$ cat src/rtl/gcm_pkg.sv
// rtl/gcm_pkg.sv - shared types for the GCM output stage
package gcm_pkg;
  localparam int BLOCK_W = 128;

  typedef logic [0:BLOCK_W-1] block_t;

  typedef enum logic {S_STREAM, S_TAG} out_state_e;
endpackage

$ cat src/rtl/gcm_block_fifo.sv
// rtl/gcm_block_fifo.sv - ciphertext block FIFO with head read from registered storage
module gcm_block_fifo
  import gcm_pkg::*;
#(
  parameter int DEPTH = 8,
  localparam int AW = $clog2(DEPTH)
) (
  input  logic          clk,
  input  logic          rst_n,
  input  logic          push,
  input  logic          pop,
  input  block_t        wdata,
  output block_t        head,
  output logic [AW:0]   count,
  output logic          empty,
  output logic          empty_next,
  output logic          push_ok
);
  localparam logic [AW:0] FULL_CNT = (AW + 1)'(DEPTH);

  block_t          mem [DEPTH];
  logic [AW-1:0]   wr_ptr;
  logic [AW-1:0]   rd_ptr;
  logic [AW:0]     count_next;
  logic            full;
  logic            pop_ok;

  assign full    = (count == FULL_CNT);
  assign empty   = (count == '0);
  assign pop_ok  = pop & ~empty;
  // A full FIFO still takes a block when the head leaves in the same cycle.
  assign push_ok = push & (~full | pop_ok);

  always_comb begin
    count_next = count;
    case ({push_ok, pop_ok})
      2'b10:   count_next = count + 1'b1;
      2'b01:   count_next = count - 1'b1;
      default: count_next = count;
    endcase
  end

  assign empty_next = (count_next == '0);

  always_ff @(posedge clk or negedge rst_n) begin
    if (!rst_n) begin
      wr_ptr <= '0;
      rd_ptr <= '0;
      count  <= '0;
    end else begin
      if (push_ok) wr_ptr <= wr_ptr + 1'b1;
      if (pop_ok)  rd_ptr <= rd_ptr + 1'b1;
      count <= count_next;
    end
  end

  always_ff @(posedge clk) begin
    if (push_ok) mem[wr_ptr] <= wdata;
  end

  // Gated so stale storage never leaks out after a reset.
  assign head = empty ? '0 : mem[rd_ptr];
endmodule

$ cat src/rtl/gcm_output_buffer.sv
// rtl/gcm_output_buffer.sv - buffers ciphertext and tag from the final GCM stage onto a host stream
module gcm_output_buffer
  import gcm_pkg::*;
#(
  parameter int DEPTH = 8,
  parameter int CNT_W = 32
) (
  input  logic             clk,
  input  logic             rst_n,
  input  block_t           i_cipher_text,
  input  logic             i_cp_ready,
  input  block_t           i_tag,
  input  logic             i_tag_ready,
  output block_t           o_data,
  output logic             o_valid,
  output logic             o_is_tag,
  input  logic             i_out_ready,
  output logic [CNT_W-1:0] o_block_count,
  output logic             o_overflow,
  output logic             o_busy
);
  localparam int AW = $clog2(DEPTH);

  out_state_e    state;
  out_state_e    state_next;
  block_t        head;
  block_t        tag_reg;
  logic [AW:0]   fifo_count;
  logic          fifo_empty;
  logic          fifo_empty_next;
  logic          push_ok;
  logic          ct_pop;
  logic          tag_pop;
  logic          tag_pending;
  logic          tag_prev;
  logic          tag_rise;

  assign ct_pop   = (state == S_STREAM) & ~fifo_empty & i_out_ready;
  assign tag_pop  = (state == S_TAG) & i_out_ready;
  assign tag_rise = i_tag_ready & ~tag_prev;

  gcm_block_fifo #(.DEPTH(DEPTH)) u_fifo (
    .clk        (clk),
    .rst_n      (rst_n),
    .push       (i_cp_ready),
    .pop        (ct_pop),
    .wdata      (i_cipher_text),
    .head       (head),
    .count      (fifo_count),
    .empty      (fifo_empty),
    .empty_next (fifo_empty_next),
    .push_ok    (push_ok)
  );

  always_ff @(posedge clk or negedge rst_n) begin
    if (!rst_n) state <= S_STREAM;
    else        state <= state_next;
  end

  // The tag is only presented once every block of its message has left.
  always_comb begin
    state_next = state;
    o_valid    = 1'b0;
    o_is_tag   = 1'b0;
    o_data     = '0;
    case (state)
      S_STREAM: begin
        o_valid = ~fifo_empty;
        o_data  = head;
        if (tag_pending && fifo_empty_next) state_next = S_TAG;
      end
      S_TAG: begin
        o_valid  = 1'b1;
        o_is_tag = 1'b1;
        o_data   = tag_reg;
        if (i_out_ready) state_next = S_STREAM;
      end
      default: state_next = S_STREAM;
    endcase
  end

  always_ff @(posedge clk or negedge rst_n) begin
    if (!rst_n) begin
      tag_prev      <= 1'b0;
      tag_reg       <= '0;
      tag_pending   <= 1'b0;
      o_overflow    <= 1'b0;
      o_block_count <= '0;
    end else begin
      tag_prev <= i_tag_ready;
      if (tag_rise) begin
        tag_reg     <= i_tag;
        tag_pending <= 1'b1;
      end else if (tag_pop) begin
        tag_pending <= 1'b0;
      end
      if ((i_cp_ready && !push_ok) || (tag_rise && tag_pending && !tag_pop))
        o_overflow <= 1'b1;
      if (tag_pop)
        o_block_count <= '0;
      else if (ct_pop && (o_block_count != '1))
        o_block_count <= o_block_count + 1'b1;
    end
  end

  assign o_busy = (fifo_count != '0) | tag_pending;
endmodule

$ cat config.mk
export PLATFORM = sky130hd
export DESIGN_NAME = gcm_output_buffer
export DESIGN_NICKNAME = d
export VERILOG_FILES = /design/src/rtl/gcm_pkg.sv /design/src/rtl/gcm_block_fifo.sv /design/src/rtl/gcm_output_buffer.sv
export SDC_FILE = /design/constraint.sdc
export NUM_CORES = 1
export LEC_CHECK = 0
export BUFFER_PORTS_ARGS = -buffer_cell sky130_fd_sc_hd__buf_2
export CORE_MARGIN = 2
export CORE_UTILIZATION = 40
export DETAILED_ROUTE_END_ITERATION = 6
export SLEW_MARGIN = 20
export SYNTH_ARGS = -nofsm -noshare
export SYNTH_HDL_FRONTEND = slang
export SYNTH_SLANG_ARGS = --single-unit
export TNS_END_PERCENT = 30
$ cat constraint.sdc
create_clock -name clk -period 14.3 [get_ports clk]
set_input_delay 1.43 -clock clk [delete_from_list [all_inputs] [get_ports clk]]
set_output_delay 1.43 -clock clk [all_outputs]
set_load 0.05 [all_outputs]
After elaboration in Yosys (flattened, before gate mapping):

Memories as Yosys holds them, arrays and structs flattened.
Cells that the tools add are included.

* add/sub/neg operators: 5
* equality and inequality tests: 4
* mux-type cells: 14
* bitwise gates (word level): 12
* reductions and logical operators: 13

Operators with widths (number)
* $pmux W128 S2: 1
* $mux W128: 1
* $mux W32: 2
* $add A32 B1 Y32 const B: 1
* $ne A32 B32 Y1 const B: 1
* $logic_not A4 Y1: 2
* $pmux W4 S2: 1
* $mux W1: 7
* $add A3 B1 Y3 const B: 2
* $and A1 B1 Y1: 6
* $logic_and A1 B1 Y1: 5
* $add A4 B1 Y4 const B: 1
* $eq A4 B4 Y1 const B: 1
* $not A1 Y1: 4
* $pmux W1 S2: 2
* $reduce_bool A2 Y1: 2
* $reduce_bool A4 Y1: 1
* $sub A4 B1 Y4 const B: 1
* $eq A2 B1 Y1 const B: 1
* $eq A2 B2 Y1 const B: 1
* $logic_not A1 Y1: 2
* $or A1 B1 Y1: 2
* $logic_or A1 B1 Y1: 1

* register bits: 174
* bits in writable memories: 1024
* input bits: 261
* memories: 1

Memories
* u_fifo.mem: depth 8, bits a word 128, rd ports 1, clocked after Yosys merged registers in 0, wr ports 1, line gcm_block_fifo.sv:21 `block_t mem [DEPTH];`

Longest topological paths before layout:

Gate-level depths: netlist of the first run.

* depth in word-level cells: 13
* mapped depth: 10

By module:

A second synthesis of the first run with hierarchy kept.

* cell total of the unflattened synthesis: 2317
* area total of the unflattened synthesis: 47770.8 µm²

Modules (own cells, without submodules)
* gcm_block_fifo: times used 1, cells an instance 1689, area each 39589.2 µm², seq. area each 30999.7 µm²
* gcm_output_buffer: times used 1, cells an instance 628, area each 8181.6 µm², seq. area each 4103.9 µm²

Worst setup path before layout of the first run:

OpenSTA, ideal clock, no wires.

* path type: input-to-reg
* start point: in i_out_ready
* end point: mem u_fifo.mem[0][0] (netlist name) (enable)
* arrival time: 14.045 ns
* slack: -0.675 ns
* stages on the path: 3
* cell sequence: nor2b_1 > o21ai_1 > nor4_1

* word-level cells in the longest chain between the ends: 6

Ends and longest elaborated chain
* start: declaration: line gcm_output_buffer.sv:17 `input logic i_out_ready,`
* $and A1 B1 Y1: line gcm_output_buffer.sv:38 `assign ct_pop = (state == S_STREAM) & ~fifo_empty & i_out_ready;`
* $and A1 B1 Y1: line gcm_block_fifo.sv:30 `assign pop_ok = pop & ~empty;`
* $or A1 B1 Y1: line gcm_block_fifo.sv:32 `assign push_ok = push & (~full | pop_ok);`
* $and A1 B1 Y1: line gcm_block_fifo.sv:32
* $mux W1: line gcm_block_fifo.sv:58 `if (push_ok) mem[wr_ptr] <= wdata;`
* $mux W1 (not written as such): line gcm_block_fifo.sv:58
* end: declaration: line gcm_block_fifo.sv:21

No other way between the ends.

Final worst setup path of the first run:

* start point: reg u_fifo.rd_ptr[1]
* end point: out o_data[19]

* word-level cells in the longest chain between the ends: 3

Ends and longest elaborated chain
* start: declaration: line gcm_block_fifo.sv:23 `logic [AW-1:0] rd_ptr;`
* start signal: assignment: line gcm_block_fifo.sv:52 `if (pop_ok) rd_ptr <= rd_ptr + 1'b1;`
* $mem_v2 Z8 W128
* $mux W128: line gcm_block_fifo.sv:62 `assign head = empty ? '0 : mem[rd_ptr];`
* $pmux W128 S2: line gcm_output_buffer.sv:66 `case (state)`
* end: declaration: line gcm_output_buffer.sv:14 `output block_t o_data,`

No other way between the ends.

==> results.md, run 1 <==
- The share of total power dissipated in combinational logic is 0.378.
- The launching point of the worst reg2reg path is state$_DFF_PN0_.
- The cell area after technology mapping is 46,700 sq um.
- The total power is about 0.013 W.
- Of the total power, registers draw 0.364.
- The total of hold buffers inserted after clock tree synthesis is 0.
- The per-instance average area after synthesis is 20.1 sq um.
- The sequential-to-total area share from yosys stat is 0.751.
- The post-route fraction of the period consumed by the critical path is 0.426.
- The peak clock frequency supported by timing is 0.164 GHz.
- The run finished with clean final reports.
- For this run, the number of Yosys warnings is 0.
- The origin of the worst min-delay path is tag_reg[108]$_DFFE_PN0P_.
- The number of design rule violations left after detail routing is 0.
- Setup violations remaining at the end of the flow were counted as 0.
- The cell type with the highest occurrence count on the critical path is sky130_fd_sc_hd__buf_4.
- The floorplan step set the die height to 346 microns.
- The worst setup path is launched from a register.
- The switching share of power is 0.386.
- The number of enable-type register cells in the synthesized netlist is 1,024.
- The number of violations of the max-capacitance limit is 0.
- The worst path required time is 12,870 ps.
- The worst register-to-register path has a depth of 4.
- Routability-driven placement finished with a final weighted congestion of 0.747.
- The die covers around 120,000 sq um.
- The internal portion of the total power is 0.00773 W.
- At the end of the flow, the number of nets in the layout was slightly above 3,000.
- The root buffer selected by CTS is sky130_fd_sc_hd__clkbuf_16.
- From left edge to right edge, the die measures roughly 350 microns.
- In this run, synthesis produced a sequential element count of 1,198.
- Setup repair after global routing left no endpoint under its margin.
- Global routing finished with a remaining overflow of 0.
- STA puts the critical path data arrival time at 4660 ps.
- For this configuration, the core starts out at a cell density of 0.403.
- The placed instances occupy a cell area of 50,600 sq um.
- In the layout the commonest cells are sky130_fd_sc_hd__edfxtp_1, sky130_fd_sc_hd__buf_2, sky130_fd_sc_hd__mux4_2.
- The cell family contributing the most delay on the critical path is buffers and inverters.
- The number of pins exceeding their max-slew limit in the final report came to 0.
- In this run the deepest clock path goes through 3 buffers.
- The met1 routing resource usage after global routing is 0.235.
- Along the worst hold path, the cell count comes to 1.
- The CTS tree is built.
- The critical path's largest stage delay is 980 ps.
- The synthesized instance count is 2,329.
- The sum of negative setup slack is 0 ps.
- For met3 alone, demand over resource in global routing was 0.0367.
- For the worst-skew pair, the clock arrives at the later sink with an insertion delay of 700 ps.
- The final count of hold timing violations is 0.
- The layer with the highest usage after global routing is met2.
- The most common cell after layout, fill and taps aside is sky130_fd_sc_hd__edfxtp_1.
- The number of setup buffers added after CTS is 0.
- The destination of the worst hold path is tag_reg[108]$_DFFE_PN0P_.
- The total CTS buffers is 120.
- In this run the critical register-to-register path is captured at u_fifo.mem[2][2]$_DFFE_PP_.
- After detailed routing, the total wire length is 106 mm.
- After floorplanning, the core was divided into 125 placement rows.
- The register with the most flip-flops in the layout has 1,024 of them.
- At the pin with the least slew margin, the transition time is 1140 ps.
- The filler cells instantiated in the layout total 9,716.
- For this run, the detailed router's first-pass iteration total came to 5.
- The time the worst path needs with I/O delays and setup is around 6100 ps.
- Across all layers, the routed design uses 23,521 vias.
- The number of instances resized during post-cts repair is 0.
- The clock net in this run drives a total of 1,198 sinks.
- VDD sags by at most between 200 and 300 uV.
- The slowest stage of the critical path belongs to the cell sky130_fd_sc_hd__dfrtp_4.
- Once detailed placement completed, the half-perimeter wirelength came to 58.9 mm.
- The share of post-route cells with drive strength above 1 is 0.363.
- For the final database, setup skew stands at around 22 ps.
- The worst setup path is captured at an output port.
- The reported leakage power is 18.9 nW.
- In the synthesized netlist the async set-or-reset flop fraction comes to 0.145.
- The register area is 35,100 sq um.
- In this run, the number of DRC markers left after iteration 0 of detailed routing was roughly 2,100.
- The critical path is of the reg -> out type.
- The number of global-route vias before repair is between 20,000 and 25,000.
- Counting both buffers and inverters, the worst setup path holds a total of 3.
- The clock network power share is 0.258.
- The quantity of I/O buffers inserted on ports is 424.
- For this design the ratio of total power to cell area is 229 nW/um^2.
- For this run, global-route usage on met2 was measured as 0.294.
- 425 I/O pins were placed.
- The average detailed-routed wire length per instance is 24.0 microns.
- Yosys mapped the design onto 52 distinct sky130hd cell types.
- The number of nets in the synthesized netlist is ~2,600.
- The detail-routed via count per cell is 5.33.
- The worst register-to-register path has a setup slack of 10,500 ps.
- The net switching power is about 0.0049 W.
- The final antenna-violating net count is 0.
- The type of the tightest min-delay check is reg -> reg.
- The maximum fanout along the worst path is 65.
- The clock transition time at the flip-flop clock pins of the worst setup and hold paths is 60 ps.
- The global routing usage summed across all routing layers is 0.176.
- The critical path goes through buf_4, buf_4, mux4_2, mux2i_1, o21ai_0, buf_2.
- Entering global routing, the biggest net connects 120 pins.
- The worst pin sits at a relative slew slack of 0.237.
- The area taken by multi-input logic gates is 11,200 sq um.
- The core region is 116,000 sq um.
- From synthesis to final layout, the design area changed by 17.3%.
- The number of antenna violations at the first check in global routing is 31.
- The H-tree was split into 3 levels.
- The first global-routing pass estimated 159 mm of wire.
- The main flop type after synthesis is sky130_fd_sc_hd__edfxtp_1.
- After routing the design area is 54,800 sq um.
[cells in the mapped netlist (3+ instances only)]
library cell               number  area [sq um]
sky130_fd_sc_hd__and2_1         4          25.0
sky130_fd_sc_hd__nor2_1         9          33.8
sky130_fd_sc_hd__a21oi_1       12          60.1
sky130_fd_sc_hd__o211ai_1      10          75.1
sky130_fd_sc_hd__nand2_1      171           642
sky130_fd_sc_hd__mux4_2       256          5770
sky130_fd_sc_hd__clkbuf_1      78           293
sky130_fd_sc_hd__buf_2         26           130
sky130_fd_sc_hd__or3_1          6          37.5
sky130_fd_sc_hd__nand4_1        8          50.1
sky130_fd_sc_hd__nand3_1       17          85.1
sky130_fd_sc_hd__and3_1         7          43.8
sky130_fd_sc_hd__and4_1         5          43.8
sky130_fd_sc_hd__buf_1         21          78.8
sky130_fd_sc_hd__o21ai_0      133           666
sky130_fd_sc_hd__nand2b_1      12          75.1
sky130_fd_sc_hd__dfrtp_1      174          4350
sky130_fd_sc_hd__o21ai_1        7          35.0
sky130_fd_sc_hd__o41ai_1        3          26.3
sky130_fd_sc_hd__inv_1          7          26.3
sky130_fd_sc_hd__nor3_1         7          35.0
sky130_fd_sc_hd__mux2_2       129          1450
sky130_fd_sc_hd__or4_1         11          82.6
sky130_fd_sc_hd__edfxtp_1    1024         30700
sky130_fd_sc_hd__ha_1           5          62.6
sky130_fd_sc_hd__o21a_1         3          22.5
sky130_fd_sc_hd__mux2i_1      140          1400
sky130_fd_sc_hd__nor4_1         5          31.3
sky130_fd_sc_hd__xnor2_1        5          43.8
sky130_fd_sc_hd__o31ai_1        7          52.6
[routing by layer]
layer,wire length [microns],vias to the layer above
li1,-,10356
met1,45100,12389
met2,52200,574
met3,6090,172
met4,2050,30
met5,175,-
[how the worst max path moves through the flow]
stage / from / slack [ps] / depth (start not counted) / to
final: u_fifo.rd_ptr[1]$_DFFE_PN0N_ / 8210 / 6 / o_data[19]
after floorplan: i_out_ready / 2810 / 3 / u_fifo.mem[2][0]$_DFFE_PP_
after CTS: u_fifo.rd_ptr[0]$_DFFE_PN0N_ / 7920 / 6 / o_data[57]
after global placement: u_fifo.rd_ptr[0]$_DFFE_PN0N_ / 8770 / 6 / o_data[57]
after detailed placement: u_fifo.rd_ptr[0]$_DFFE_PN0N_ / 8720 / 6 / o_data[57]
after global routing: u_fifo.rd_ptr[0]$_DFFE_PN0N_ / 7800 / 6 / o_data[57]
[metrics by stage]
stage | hold WS, ps | setup WS, ps | util | std cells
global route | 514 | 7800 | 0.472 | 4405
CTS | 503 | 7920 | 0.472 | 4403
global placement | 490 | 8770 | 0.436 | 4177
detailed placement | 488 | 8720 | 0.436 | 4177
finish | 504 | 8210 | 0.472 | 4411
floorplan | 481 | 2810 | - | 2329
[power groups by stage]
stage / clock network (W) / logic (W) / registers, W
CTS: 0.00332 / 0.00485 / 0.00458
finish: 0.00324 / 0.00476 / 0.00458
global placement: 0 / 0.00481 / 0.00462
detailed placement: 0 / 0.00484 / 0.00465
global route: 0.00346 / 0.00506 / 0.00463
floorplan: 0 / 0.00356 / 0.00467
[kinds of logic (layout without fill, tap and decap cells)]
group	count (synthesis)	in the layout	share of synthesized area
muxes	525	525	0.184
AOI/OAI and AO/OA	186	186	0.0220
xor gates and xnor gates	6	6	0.00112
and+or+nand+nor	274	274	0.0278
other	0	7	0
adders and majority gates	6	6	0.00177
DFF	1198	1198	0.751
buffers and inverters	134	685	0.0118
[layout make-up]
type                            count  area share
Antenna cell                        7    0.000320
Clock buffer                      135      0.0572
Clock inverter                     91      0.0180
Inverter                            7    0.000479
Multi-Input combinational cell    997       0.204
Sequential cell                  1198       0.641
Tap cell                         1524      0.0348
Timing Repair Buffer              452      0.0447
(Power assumes the default switching activity.)
==> run 2: changes to the inputs <==
==> constraint.sdc (replaced) <==
create_clock -name clk -period 5.85 [get_ports clk]
set_input_delay 0.585 -clock clk [delete_from_list [all_inputs] [get_ports clk]]
set_output_delay 0.585 -clock clk [all_outputs]
set_load 0.05 [all_outputs]
==> results.md, run 2 (synthesis gave the netlist of run 1 again) <==
- The worst-case hold slack is 74.0 ps.
- TritonCTS created 130 clock buffers.
- The critical path is of the reg -> out type.
- The number of instances resized during post-cts repair is 0.
- The largest net degree at the start of global routing is 131.
- The number of antenna violations at the first check in global routing is 28.
- STA puts the critical path data arrival time at 3690 ps.
- Of the available clock period, the critical path in the final layout requires 0.731.
- The final count of hold timing violations was 0.
- The first global-routing pass estimated around 160 mm of wire.
- For the pin with the worst max-slew slack, the measured transition is 1020 ps.
- The worst setup path is captured at an output port.
- The worst hold path belongs to the class in -> reg.
- The routed layout has 23,833 vias.
- The library cell used most frequently in the layout, excluding fill and tap cells, is sky130_fd_sc_hd__edfxtp_1.
- The detailed-routing iteration count for the pre-antenna-repair pass is 5.
- The relative slew slack is 0.319.
- The tree is rooted in a sky130_fd_sc_hd__clkbuf_16.
- The post-CTS setup buffer count is 0.
- The detail-routed via count per cell is 5.36.
- Row generation in the floorplan step produced 125 rows.
- STA puts the critical path data required time at 5270 ps.
- The maximum fanout along the worst path is 39.
- At the end of the flow the core is filled with cells to 0.479.
- The clock reaches the later pin of the worst-skew pair after about 740 ps.
- The clock sink count is ~1,200.
- After global routing the overflow that remains totals 0.
- The CTS tree is built.
- The combined buffer and inverter count along the critical path is 2.
- The reported leakage power is 19.3 nW.
- The chip height is 346 microns.
- The standard cell core area is 116,000 sq um.
- The average detailed-routed wire length per instance is 24.1 microns.
- The area taken by multi-input logic gates is 11,200 sq um.
- The power density over the cells is 566 nW/um^2.
- The clock transition time at the flip-flop clock pins of the worst setup and hold paths is 60 ps.
- The library cell contributing the largest single delay on the critical path is sky130_fd_sc_hd__dfrtp_4.
- The cell family with the largest share of critical-path delay is flip-flops.
- In the layout the commonest cells are sky130_fd_sc_hd__edfxtp_1, sky130_fd_sc_hd__buf_2, sky130_fd_sc_hd__mux4_2.
- The number of pins exceeding their max-slew limit in the final report came to 0.
- For this block, the initial DRC count from the detailed router was 1,774.
- The detail route stage leaves a number of antenna-violating nets equal to 0.
- Adding up every negative setup slack in the final design gives 0 ps.
- The worst clock skew is 26.7 ps.
- In the global route stage, overall resource usage came out at 0.180.
- The routed design has 107 mm of wire.
- On the worst path, the slowest cell contributes a delay of around 1000 ps.
- The count of buffers added on input and output ports is 424.
- The die covers between 100,000 and 150,000 sq um.
- At the end of routability-driven placement, the weighted congestion stood at 0.747.
- The flow ran to the end, and the final reports show no timing, DRC or antenna violations.
- After layout, the minimum clock period comes to 4280 ps.
- The worst path setup slack after routing is 1570 ps.
- Detailed placement ended at an HPWL of 61.6 mm.
- In this run the cell area measured after placement is 51,000 sq um.
- around 430 I/O pins were placed.
- The worst setup path is launched from a register.
- The H-tree generated during clock tree synthesis spans 4 levels.
- The initial utilization of the core area, before any placement, comes to 0.403.
- The number of global-route vias before repair is ~25,000.
- The number of design rule violations left after detail routing is 0.
- The largest buffer count on any clock path is 3.
- Across the whole layout, storage elements account for 35,100 sq um.
- Of the cells placed in the final design, the portion with a size suffix greater than 1 is 0.367.
- Across the VDD grid, the largest voltage drop is 648 uV.
- For this run, the top clock speed supported by timing is 0.234 GHz.
- The flip-flop count of the largest register, all copies and words added is around 1,000.
- The number of violations of the max-capacitance limit is 0.
- The critical path goes through buf_4, mux4_2, mux2i_1, o21ai_0, buf_2.
- After filler insertion, the fill cell instance count of the layout stands at 9,663.
- At the end of the flow, the number of nets in the layout was between 3,000 and 4,000.
- Summing all non-filler instances in the final layout gives an area of 55,500 sq um.
- The die is about 350 microns wide.
- Timing analysis after detailed placement gives a worst setup slack of about 2200 ps.
- Setup violations remaining at the end of the flow were counted as 0.
- Setup repair after global routing left no endpoint under its margin.
- The area growth from synthesis to final layout is 18.8%.
-- run 2: cell types whose count changed in the layout (fill, tap and decap cells not counted), sizes merged --
cell | before | now
diode | 7 | 4
bufinv | 20 | 15
clkinv | 53 | 40
clkinvlp | 12 | 2
buf | 451 | 469
dlygate4sd3 | 0 | 4
clkbuf | 136 | 174
inv | 13 | 17
-- run 2: worst reg2reg max path, stage by stage (launching register included) --
cell,delay [ps]
sky130_fd_sc_hd__dfrtp_1,490
sky130_fd_sc_hd__nor4_1,760
sky130_fd_sc_hd__or3_1,260
sky130_fd_sc_hd__inv_1,80
sky130_fd_sc_hd__ha_1,280
sky130_fd_sc_hd__a21o_1,180
sky130_fd_sc_hd__a21oi_1,250
sky130_fd_sc_hd__mux2_2,370
sky130_fd_sc_hd__a211o_1,320
sky130_fd_sc_hd__o32ai_1,300
-- run 2: path summary, 6_finish.rpt --
kind	from	to	slack (ps)	cells past startpoint
setup / recovery	u_fifo.rd_ptr[0]$_DFFE_PN0N_	o_data[121]	1570	5
hold / removal	i_tag[56]	tag_reg[56]$_DFFE_PN0P_	70	2
setup reg to reg	u_fifo.count[3]$_DFF_PN0_	state$_DFF_PN0_	2440	9
hold reg to reg	tag_reg[124]$_DFFE_PN0P_	tag_reg[124]$_DFFE_PN0P_	510	1
max in group asynchronous	rst_n	tag_reg[105]$_DFFE_PN0P_	4310	3
min in group asynchronous	rst_n	o_block_count[20]$_DFFE_PN0P_	430	2
-- run 2: area by class of cell --
| class | instances | area share |
|---|---|---|
| Antenna cell | 4 | 0.000180 |
| Clock buffer | 173 | 0.0644 |
| Clock inverter | 67 | 0.0159 |
| Inverter | 7 | 0.000473 |
| Multi-Input combinational cell | 997 | 0.202 |
| Sequential cell | 1198 | 0.632 |
| Tap cell | 1524 | 0.0343 |
| Timing Repair Buffer | 474 | 0.0508 |
-- run 2: where the power goes --
part	switching [W]	internal, W	total (W)	leakage, nW
combinational	0.00807	0.00370	0.0118	5.70
sequential	0.000677	0.0106	0.0113	11.4
clock	0.00338	0.00503	0.00840	2.17
total	0.0121	0.0193	0.0314	19.3
-- run 2: layer usage --
| layer | global-route usage | wire length [microns] | up-vias |
|---|---|---|---|
| met4 | 0.0532 | 2270 | 36 |
| met3 | 0.0404 | 5630 | 197 |
| li1 | - | - | 10421 |
| met2 | 0.301 | 53500 | 629 |
| met1 | 0.235 | 45400 | 12550 |
| met5 | 0 | 234 | - |
-- run 2: metrics by stage --
| step | std cells | total power (W) |
|---|---|---|
| 6_report | 4444 | 0.0314 |
| 5_1_grt | 4443 | 0.0328 |
| 4_1_cts | 4439 | 0.0319 |
| 3_5_place_dp | 4195 | 0.0234 |
| 3_3_place_gp | 4195 | 0.0232 |
| 2_1_floorplan | 2329 | 0.0200 |
-- run 2: what timing repair did --
item	CTS	global route
hold buffers	4	0
setup endpoints to repair	0	0
endpoints found under the hold margin	85	0
==> run 3: changes to the inputs <==
==> constraint.sdc (replaced) <==
create_clock -name clk -period 4.45 [get_ports clk]
set_input_delay 0.445 -clock clk [delete_from_list [all_inputs] [get_ports clk]]
set_output_delay 0.445 -clock clk [all_outputs]
set_load 0.05 [all_outputs]
==> results.md, run 3 (synthesis gave the netlist of run 1 again) <==
- The number of antenna violations at the first check in global routing came to 25.
- The number of top-level pins is between 400 and 500.
- The flip-flop count of the largest register, all copies and words added is ~1,000.
- Across all layers, the routed design uses between 20,000 and 25,000 vias.
- The width of the die is ~350 microns.
- Post-CTS timing repair inserted 0 buffers for setup.
- The worst ir drop on vdd is 760 uV.
- For this run, the number of standard cells in the final layout without fillers is 4,703.
- The worst clock skew is 29.5 ps.
- In the routed layout, each cell is associated on average with a via count of 5.29.
- The final weighted congestion in routability-driven placement is 0.796.
- The cell family with the largest share of critical-path delay is buffers and inverters.
- Compared with the post-synthesis result, the final layout area differs by 24.0%.
- Setup repair after global routing left no endpoint under its margin.
- The number of design rule violations left after detail routing is 0.
- For this configuration, the core starts out at a cell density of 0.403.
- The clock net in this run drives a total of 1,198 sinks.
- The number of endpoints failing setup at the final stage is 0.
- The time the worst path needs with I/O delays and setup is around 4200 ps.
- The post-route fraction of the period consumed by the critical path is 0.935.
- Along the worst path, the maximum fanout reaches 66.
- The type of the tightest min-delay check is in -> reg.
- The CTS tree is built.
- Walking the worst path, the cells encountered are inv_1, o21ai_4, buf_4, o21ai_0, buf_2.
- Timing would allow up to between 0.2 and 0.25 GHz.
- Once placement completed, the tool counted placed cells totaling 4,203.
- At the end of the flow, the number of nets in the layout was between 3,000 and 4,000.
- The relative slew slack is 0.281.
- The critical path's largest stage delay is between 900 and 1000 ps.
- The floorplan step defined a core boundary enclosing roughly 120,000 sq um.
- The count of buffers added on input and output ports is 424.
- The worst setup path category is reg -> out.
- The power density over the cells is between 700 and 800 nW/um^2.
- The final count of hold timing violations was 0.
- The largest net degree at the start of global routing is 131.
- The share of post-route cells with drive strength above 1 is 0.336.
- STA classifies the critical path endpoint as an output port.
- The initial detailed-routing violation count is roughly 1,800.
- After clock tree synthesis, the clock-pin slew on the worst setup and hold paths is 60 ps.
- The number of violations of the max-capacitance limit is 0.
- The run finished with clean final reports.
- The core utilization of the finished layout is 0.499.
- The average detailed-routed wire length per instance is 23.2 microns.
- The area of the die is 120,000 sq um.
- The combined buffer and inverter count along the critical path is 3.
- The final antenna-violating net count is 0.
- The number of pins exceeding their max-slew limit in the final report is 0.
- Data on the critical path arrives at its endpoint at about 3700 ps.
- The root buffer selected by CTS is sky130_fd_sc_hd__clkbuf_16.
- The post-detailed-routing wire length is 109 mm.
- The chip height is 346 microns.
- For this run, the total global-route usage over all layers was measured as 0.183.
- The reported leakage power is 20.3 nW.
- The number of hold buffers added after CTS was around 260.
- STA puts the critical path data required time at between 4000 and 5000 ps.
- The library cells used most frequently in the layout, excluding fill and tap cells, are sky130_fd_sc_hd__edfxtp_1, sky130_fd_sc_hd__buf_2, sky130_fd_sc_hd__mux4_2, sky130_fd_sc_hd__dlygate4sd3_1.
- The most common cell after layout, fill and taps aside is sky130_fd_sc_hd__edfxtp_1.
- The number of rows in the core area is ~130.
- Counting the buffers created by CTS gives 130.
- The worst setup path is launched from a register.
- The detailed placement HPWL is 63.1 mm.
- For this run, the detailed router's first-pass iteration total came to 5.
- The number of global-route vias before repair was ~26,000.
- Post-CTS repair changed the size of 0 cells.
- At the pin with the least slew margin, the transition time is roughly 1100 ps.
- The total overflow left after global routing is 0.
- The library cell contributing the largest single delay on the critical path is sky130_fd_sc_hd__dfrtp_4.
- The depth of the CTS H-tree is 4.
- The global-route wire length before repair is 165 mm.
- The clock passes through at most 3 buffers.
- At the later pin of the worst-skew pair, clock insertion delay measures ~730 ps.
-- run 3: changes by cell type in the layout (fill, tap and decap cells not counted), moves of 5 or more --
cell / change
sky130_fd_sc_hd__clkbuf_8: -5
sky130_fd_sc_hd__buf_12: +6
sky130_fd_sc_hd__dlygate4sd3_1: +252
sky130_fd_sc_hd__clkbuf_1: +8
-- run 3: final timing paths --
path	start	end	slack, ps	cells past startpoint
max in group asynchronous	rst_n	tag_reg[99]$_DFFE_PN0P_	3010	3
worst min-delay path	i_cipher_text[104]	u_fifo.mem[4][104]$_DFFE_PP_	50	1
worst max-delay path	state$_DFF_PN0_	o_data[18]	290	5
worst min register to register	tag_reg[97]$_DFFE_PN0P_	tag_reg[97]$_DFFE_PN0P_	500	1
min in group asynchronous	rst_n	o_block_count[11]$_DFFE_PN0P_	340	2
worst max register to register	state$_DFF_PN0_	state$_DFF_PN0_	1110	9
-- run 3: stage by stage --
stage               total power [W]  instance area [sq um]  hold slack [ps]  worst slack, ps  TNS [ps]
finish                       0.0412                  57900             50.5              290         0
global route                 0.0430                  57900             33.7             31.3         0
CTS                          0.0417                  57900            0.538              223         0
detailed placement           0.0309                  51100              496             1040         0
global placement             0.0306                  51100              466             1170         0
floorplan                    0.0263                  46800              149            -1110   -411110
-- run 3: worst register-to-register path: stages, from the launching register on --
cell	delay, ps
sky130_fd_sc_hd__dfrtp_4	750
sky130_fd_sc_hd__nand2b_4	310
sky130_fd_sc_hd__or3_1	420
sky130_fd_sc_hd__inv_1	120
sky130_fd_sc_hd__ha_1	240
sky130_fd_sc_hd__a21o_1	190
sky130_fd_sc_hd__a21oi_1	260
sky130_fd_sc_hd__mux2_2	370
sky130_fd_sc_hd__a211o_1	320
sky130_fd_sc_hd__o32ai_1	280
-- run 3: cell type report --
| class | instances | area (sq um) |
|---|---|---|
| Antenna cell | 6 | 15.0 |
| Clock buffer | 176 | 3540 |
| Timing Repair Buffer | 733 | 5450 |
| Inverter | 7 | 26.3 |
| Multi-Input combinational cell | 997 | 11200 |
| Fill cell | 9412 | 58100 |
| Tap cell | 1524 | 1910 |
| Sequential cell | 1198 | 35100 |
| Clock inverter | 62 | 681 |
-- run 3: power by group --
group	switching (W)	leakage, nW	internal (W)
Sequential	0.000858	11.4	0.0139
Clock	0.00431	2.05	0.00626
Combinational	0.0108	6.81	0.00505
Total	0.0160	20.3	0.0252
-- run 3: per-layer routing --
metal / vias up / routed length [microns] / global-route usage
met1: 13047 / 46400 / 0.245
li1: 10936 / - / -
met2: 701 / 54100 / 0.302
met3: 179 / 5950 / 0.0371
met5: - / 146 / 0
met4: 24 / 2590 / 0.0559
